### src/rtl/fifo_rd_stream_adapter_if.sv
// Read-side FIFO signals and the downstream valid/ready stream, grouped for the output adapter.
// master = adapter view, slave = memory/handler plus consumer view.
interface fifo_rd_stream_adapter_if #(
    parameter int DATA_WIDTH = 8
);
    logic                  fifo_empty;
    logic [DATA_WIDTH-1:0] fifo_rdata;
    logic                  r_en;
    logic [DATA_WIDTH-1:0] m_data;
    logic                  m_valid;
    logic                  m_ready;

    modport master (
        input  fifo_empty,
        input  fifo_rdata,
        input  m_ready,
        output r_en,
        output m_data,
        output m_valid
    );

    modport slave (
        output fifo_empty,
        output fifo_rdata,
        output m_ready,
        input  r_en,
        input  m_data,
        input  m_valid
    );
endinterface

### src/rtl/fifo_rd_stream_adapter.sv
// Async FIFO read-side output stage: credit-based read issue, 1-cycle memory capture,
// and a small FWFT buffer that isolates consumer back-pressure from the memory read path.
module fifo_rd_stream_adapter #(
    parameter int DATA_WIDTH = 8,
    parameter int BUF_DEPTH  = 4,
    parameter int CNT_WIDTH  = $clog2(BUF_DEPTH) + 1
) (
    input  logic                 r_clk,
    input  logic                 r_rst,
    fifo_rd_stream_adapter_if.master bus,
    output logic [CNT_WIDTH-1:0] buf_count
);

    localparam int PTR_WIDTH = $clog2(BUF_DEPTH);

    logic [DATA_WIDTH-1:0] buf_q [BUF_DEPTH];
    logic [PTR_WIDTH-1:0]  wr_ptr_q;
    logic [PTR_WIDTH-1:0]  rd_ptr_q;
    logic [CNT_WIDTH-1:0]  count_q;
    logic                  inflight_q;

    logic [CNT_WIDTH-1:0]  credit_used;
    logic                  valid;
    logic                  deq;

    // Credit counts the in-flight word so the buffer can never overflow; m_ready is not used.
    assign credit_used = count_q + CNT_WIDTH'(inflight_q);
    assign bus.r_en    = !r_rst && !bus.fifo_empty && (credit_used < CNT_WIDTH'(BUF_DEPTH));

    assign valid       = !r_rst && (count_q != '0);
    assign deq         = valid && bus.m_ready;
    assign bus.m_valid = valid;
    assign bus.m_data  = valid ? buf_q[rd_ptr_q] : '0;
    assign buf_count   = count_q;

    always_ff @(posedge r_clk) begin
        if (r_rst) begin
            inflight_q <= 1'b0;
            wr_ptr_q   <= '0;
            rd_ptr_q   <= '0;
            count_q    <= '0;
        end else begin
            inflight_q <= bus.r_en;
            if (inflight_q) begin
                wr_ptr_q <= wr_ptr_q + 1'b1;
            end
            if (deq) begin
                rd_ptr_q <= rd_ptr_q + 1'b1;
            end
            count_q <= count_q + CNT_WIDTH'(inflight_q) - CNT_WIDTH'(deq);
        end
    end

    // Data storage needs no reset; occupancy tracking alone decides validity.
    always_ff @(posedge r_clk) begin
        if (!r_rst && inflight_q) begin
            buf_q[wr_ptr_q] <= bus.fifo_rdata;
        end
    end

endmodule

### src/flat_wrapper.sv
// flat-port wrapper written by rule: the top's interface ports become plain ports
module fifo_rd_stream_adapter_flat 
#(
    parameter int DATA_WIDTH = 8,
    parameter int BUF_DEPTH  = 4,
    parameter int CNT_WIDTH  = $clog2(BUF_DEPTH) + 1
)
  (r_clk, r_rst, buf_count, bus_fifo_empty, bus_fifo_rdata, bus_m_ready, bus_r_en, bus_m_data, bus_m_valid);
  fifo_rd_stream_adapter_if #(.DATA_WIDTH(DATA_WIDTH)) bus_i ();
  input  logic r_clk;
  input  logic r_rst;
  output logic [CNT_WIDTH-1:0] buf_count;
  input wire logic [$bits(bus_i.fifo_empty)-1:0] bus_fifo_empty;
  input wire logic [$bits(bus_i.fifo_rdata)-1:0] bus_fifo_rdata;
  input wire logic [$bits(bus_i.m_ready)-1:0] bus_m_ready;
  output wire logic [$bits(bus_i.r_en)-1:0] bus_r_en;
  output wire logic [$bits(bus_i.m_data)-1:0] bus_m_data;
  output wire logic [$bits(bus_i.m_valid)-1:0] bus_m_valid;
  assign bus_i.fifo_empty = bus_fifo_empty;
  assign bus_i.fifo_rdata = bus_fifo_rdata;
  assign bus_i.m_ready = bus_m_ready;
  assign bus_r_en = bus_i.r_en;
  assign bus_m_data = bus_i.m_data;
  assign bus_m_valid = bus_i.m_valid;
  fifo_rd_stream_adapter #(.DATA_WIDTH(DATA_WIDTH), .BUF_DEPTH(BUF_DEPTH), .CNT_WIDTH(CNT_WIDTH)) u_core (.r_clk(r_clk), .r_rst(r_rst), .bus(bus_i), .buf_count(buf_count));
endmodule
### config.mk
export PLATFORM = sky130hd
export DESIGN_NAME = fifo_rd_stream_adapter_flat
export DESIGN_NICKNAME = d
export VERILOG_FILES = /design/src/rtl/fifo_rd_stream_adapter_if.sv /design/src/rtl/fifo_rd_stream_adapter.sv /design/src/flat_wrapper.sv
export SDC_FILE = /design/constraint.sdc
export NUM_CORES = 1
export LEC_CHECK = 0
export ABC_AREA = 0
export CORE_MARGIN = 3
export CORE_UTILIZATION = 45
export DETAILED_ROUTE_END_ITERATION = 6
export GPL_TIMING_DRIVEN = 0
export PLACE_DENSITY = 0.73
export SLEW_MARGIN = 20
export SYNTH_ARGS = -nofsm -noshare
export SYNTH_HDL_FRONTEND = slang
export SYNTH_SLANG_ARGS = --single-unit
### constraint.sdc
create_clock -name r_clk -period 2.54 [get_ports r_clk]
set_clock_uncertainty 0.2 [all_clocks]
set_input_delay 0.254 -clock r_clk [delete_from_list [all_inputs] [get_ports r_clk]]
set_output_delay 0.254 -clock r_clk [all_outputs]
set_load 0.02 [all_outputs]
---- After elaboration in Yosys (flattened, before gate mapping) ----
Memories as Yosys holds them, arrays and structs flattened. A register that Yosys moved wholly into a read port is not among the register bits.
Index checks and enable logic that the tools add are counted.
Widths: inputs -> output; s select.
cells by class
  add/subtract/negate cells ............... 4
  order comparisons ....................... 1
  mux-type cells .......................... 5
  reduce and logical (&&, ||, !) cells .... 8
operator list
  kind                 count
  $mux 8               1
  $logic_and 1x1->1    5
  $add 2x1->2 const B  2
  $mux 2               2
  $add 3x1->3          1
  $lt 3x3->1 const B   1
  $reduce_bool 3->1    1
  $sub 3x1->3          1
  $logic_not 1->1      2
  $mux 1               2
storage, ports and cells
  flip-flop bits (word level) ............. 8
  bits in writable memories ............... 32
  bits of input ports ..................... 12
  output and inout bits ................... 13
  word-level logic and storage cells ...... 23
  memories ................................ 1
memory list
  memory        words  width  read ports  clocked after memory_dff  write ports  RTL line                      source
  u_core.buf_q  4      8      1           1                         1            fifo_rd_stream_adapter.sv:16  logic [DATA_WIDTH-1:0] buf_q [BUF_DEPTH];

---- Logic depth before layout (Yosys ltp) ----
  depth after elaboration ................. 5
  gate-level depth with buffers ........... 7
  mapped depth without buffers ............ 6

---- Worst setup path after synthesis ----
No wires, ideal clock.
  path kind ............................... flip-flop to flip-flop
  start ................................... register u_core.count_q[1] (netlist: u_core.buf_count[1])
  end ..................................... register u_core.count_q[2] (netlist: u_core.buf_count[2])
  library setup time ...................... 0.127 ns
  arrival ................................. 1.672 ns
  required time ........................... 2.213 ns
  setup slack ............................. 0.542 ns
  cell stages (with the launch flop) ...... 8
  path buffers ............................ 1
  clock period less this slack ............ 1.998 ns
  path through ............................ dfxtp_1 > or3_1 > clkbuf_1 > and3b_1 > ha_1 > ha_1 > xnor3_1 > nor2_1
on the way
  longest elaborated chain between the ends .. 4
  elaborated cells on any way between the ends .. 5
  classes of those cells .................. add/sub: 2; reduce/logical: 3
RTL lines
  item                    RTL line                      source
  from (decl)             fifo_rd_stream_adapter.sv:19  logic [CNT_WIDTH-1:0] count_q;
  from (signal assigned)  fifo_rd_stream_adapter.sv:50  count_q <= count_q + CNT_WIDTH'(inflight_q) - CNT_WIDTH'(deq);
  $reduce_bool 3->1       fifo_rd_stream_adapter.sv:30  assign valid = !r_rst && (count_q != '0);
  $logic_and 1x1->1       fifo_rd_stream_adapter.sv:30
  $logic_and 1x1->1       fifo_rd_stream_adapter.sv:31  assign deq = valid && bus.m_ready;
  via u_core.deq          fifo_rd_stream_adapter.sv:24  logic deq;
  $sub 3x1->3             fifo_rd_stream_adapter.sv:50
The timed path passes the listed nets, and every way through them passes these cells.
A chain may end at the register's enable or synchronous reset.

==> impl_metrics.env <==
export IMPL_num_rows=22
export IMPL_first_pass_iters=4
export IMPL_fillers=301
export IMPL_area_growth_pct=25.2
export IMPL_grt_overflow=0
export IMPL_min_from="bus_fifo_empty"
export IMPL_drt_total_wl_microns=2860
export IMPL_pre_cts_ws_ns=-0.117
export IMPL_cap_viol_max_count=0
export IMPL_vdd_drop_max_mv=0.417
export IMPL_finish_utilization_pct=59.2
export IMPL_rrSetupSlack_ns=0.44
export IMPL_grt_max_degree=14
export IMPL_placed_area_sq_mm=0.00206
export IMPL_cts_tree="built"
export IMPL_relSlewSlack_pct=70.3
export IMPL_powerDensity_mw_per_mm2=779
export IMPL_cp_max_fo=8
export IMPL_r2r_cells=6
export IMPL_critPathCaptureType="primary output"
export IMPL_r2r_end="u_core.buf_count[2]$_SDFF_PP0_"
export IMPL_finalHoldViolCount=0
export IMPL_slowest_stage="clkdlybuf4s50_1"
export IMPL_drc=0
export IMPL_clockBufferDepth=2
export IMPL_syn_area_per_cell_sq_um=17.1
export IMPL_start_util_pct=47.3
export IMPL_grt_pass1_vias=967
export IMPL_ios=25
export IMPL_synth_area_leaders="edfxtp_1, dfxtp_1, mux4_2"
export IMPL_maxSlewViolCount=0
export IMPL_setup_viol=0
export IMPL_yosysTopAreaCellShare_pct=54.7
export IMPL_multi_input_area_sq_um=552
export IMPL_max_stage_delay_ns=0.53
export IMPL_post_cts_buffers=0
export IMPL_yosysUniqueCellTypes=22
export IMPL_syn_inst=103
export IMPL_antenna_found_initial=0
export IMPL_grt_use_total_pct=14.5
export IMPL_syn_area_sq_mm=0.00176
export IMPL_synthFlopType="edfxtp_1"
export IMPL_arrival_ns=2.00
export IMPL_vias_per_cell=5.15
export IMPL_drtIter0Drc=67
export IMPL_synth_async_reset_ratio_pct=0
export IMPL_path_clk_slew_ns=0.07
export IMPL_fin_area_sq_mm=0.00220
export IMPL_postLayoutSetupSlackWorst_ns=0.0856
export IMPL_min_period_ns=2.45
export IMPL_core_sq_mm=0.00372
export IMPL_synth_warnings=0
export IMPL_crit_chain="buf_6 -> mux4_2 -> and3b_1 -> clkdlybuf4s50_1"
export IMPL_cts_sinks=42
export IMPL_nets=153
export IMPL_syn_nets=123
export IMPL_seq_area_frac_synth_pct=66.1
export IMPL_wl_per_cell_microns=15.7
export IMPL_status="completed"
export IMPL_vias=938
export IMPL_post_dp_hpwl_microns=2030
export IMPL_start_kind="flip-flop"
export IMPL_numCtsBuffers=5
export IMPL_design_die_area_sq_mm=0.00469
export IMPL_place_gp_congestion=0.682
export IMPL_layout_drive_gt1_share_pct=16.4
export IMPL_whs_endpoint="u_core.inflight_q$_SDFF_PP0_"
export IMPL_synth_top_cells_by_count="edfxtp_1, dfxtp_1, and3b_1"
export IMPL_yosysTopAreaCell="edfxtp_1"
export IMPL_grt_pass1_wl_microns=4630
export IMPL_cts_root_buf="clkbuf_8"
export IMPL_io_buffers=24
export IMPL_finalCritPeriodShare_pct=96.6
export IMPL_rsz0062_at_grt="false"
export IMPL_worst_pin_slew_ns=0.445
export IMPL_diodes=0
export IMPL_synth_edf_count=32
export IMPL_worstHoldPathCells=2
export IMPL_die_h_microns=68.5
export IMPL_power_leakage_uw=0.000878
export IMPL_crit_required_ns=2.09
export IMPL_register_area_sq_mm=0.00116
export IMPL_cts_max_level=2
export IMPL_clk_latency_ns=0.28
export IMPL_r2r_start="u_core.buf_count[1]$_SDFF_PP0_"
export IMPL_crit_type="flip-flop to primary output"
export IMPL_fmax_ghz=0.407
export IMPL_ant_nets=0
export IMPL_ys_ff_latch=42
export IMPL_yosysMostFrequentCell="edfxtp_1"
export IMPL_hold_path_class="input port to flip-flop"
export IMPL_die_w_microns=68.5
cell type report:
cell class	instances	share of cell area, %
buffer	4	1.31
clock buffer	5	3.13
clock inverter	3	2.90
inverter	4	0.683
multi-input combinational	52	25.1
sequential	42	52.8
tap	48	2.73
timing repair buffer	24	11.4
metrics by stage:
step | power (uW) | hold slack, ns | std cells | setup TNS, ns
2_1_floorplan | 1010 | 0.131 | 103 | 0
3_3_place_gp | 1130 | 0.332 | 175 | -0.133
3_5_place_dp | 1150 | 0.376 | 175 | -0.245
4_1_cts | 1730 | 0.342 | 182 | 0
5_1_grt | 1790 | 0.347 | 182 | 0
6_report | 1710 | 0.340 | 182 | 0
per-layer routing:
layer	vias to the layer above	GRT usage [%]	part of all wire (%)
li1	447	-	-
met1	471	17.0	40
met3	7	4.60	4.2
met5	-	0	0
met4	0	5.96	1.6
met2	13	24.4	54
critical path: cells and delay by family, from the launching register on:
family	cells	cell delay, ns
flops	1	0.33
simple gates	1	0.19
buf+inv	2	0.70
mux	1	0.50
power breakdown:
group / total (uW) / switching [uW] / leakage [uW] / internal [uW]
logic: 325 / 153 / 0.000441 / 172
clock network: 595 / 207 / 0.0000658 / 389
registers: 794 / 24.5 / 0.000371 / 770
cells in the final DEF (no fill, tap or decap):
cell type / count
xnor3_1: 1
buf_2: 1
clkinv_1: 1
edfxtp_1: 32
o311ai_0: 1
o31ai_1: 1
buf_6: 1
nor2_1: 7
clkbuf_2: 1
or3_1: 1
nor2b_1: 4
bufinv_16: 2
dlymetal6s2s_1: 4
clkdlybuf4s50_1: 20
xnor2_1: 1
clkbuf_8: 5
nor3_1: 2
and2_1: 4
mux2_2: 3
xor2_1: 1
inv_1: 4
mux2i_1: 1
and3b_1: 9
ha_1: 8
clkbuf_4: 1
mux4_2: 8
dfxtp_1: 10
worst max-delay path by stage:
stage / endpoint / slack, ns
CTS: bus_r_en / 0.03
finish: bus_m_data[2] / 0.09
detailed placement: bus_m_data[2] / -0.12
floorplan: u_core.buf_count[2]$_SDFF_PP0_ / 0.54
global route: bus_m_data[3] / 0.0003
global placement: bus_m_data[2] / -0.1
sequential cells by signal, summed over array words and instances (netlist names), named ones only:
signal             count
u_core.buf_q          32
u_core.buf_count       3
u_core.inflight_q      1
u_core.wr_ptr_q        2
u_core.rd_ptr_q        2
timing repair:
action	in CTS	in global routing
hold buffers	0	0
setup endpoints to repair	3	5
resized for setup	1	6
gates cloned	0	0
cells by family after synthesis:
logic type,synth area share [%]
adder cells (fa/ha/maj),5.70
buffers and inverters,2.49
AND/OR/NAND/NOR,9.76
XOR/XNOR,2.28
AO/OA/AOI/OAI,0.926
flip-flops,66.1
multiplexers,12.7
No activity file was read; power rests on OpenSTA's default activity.
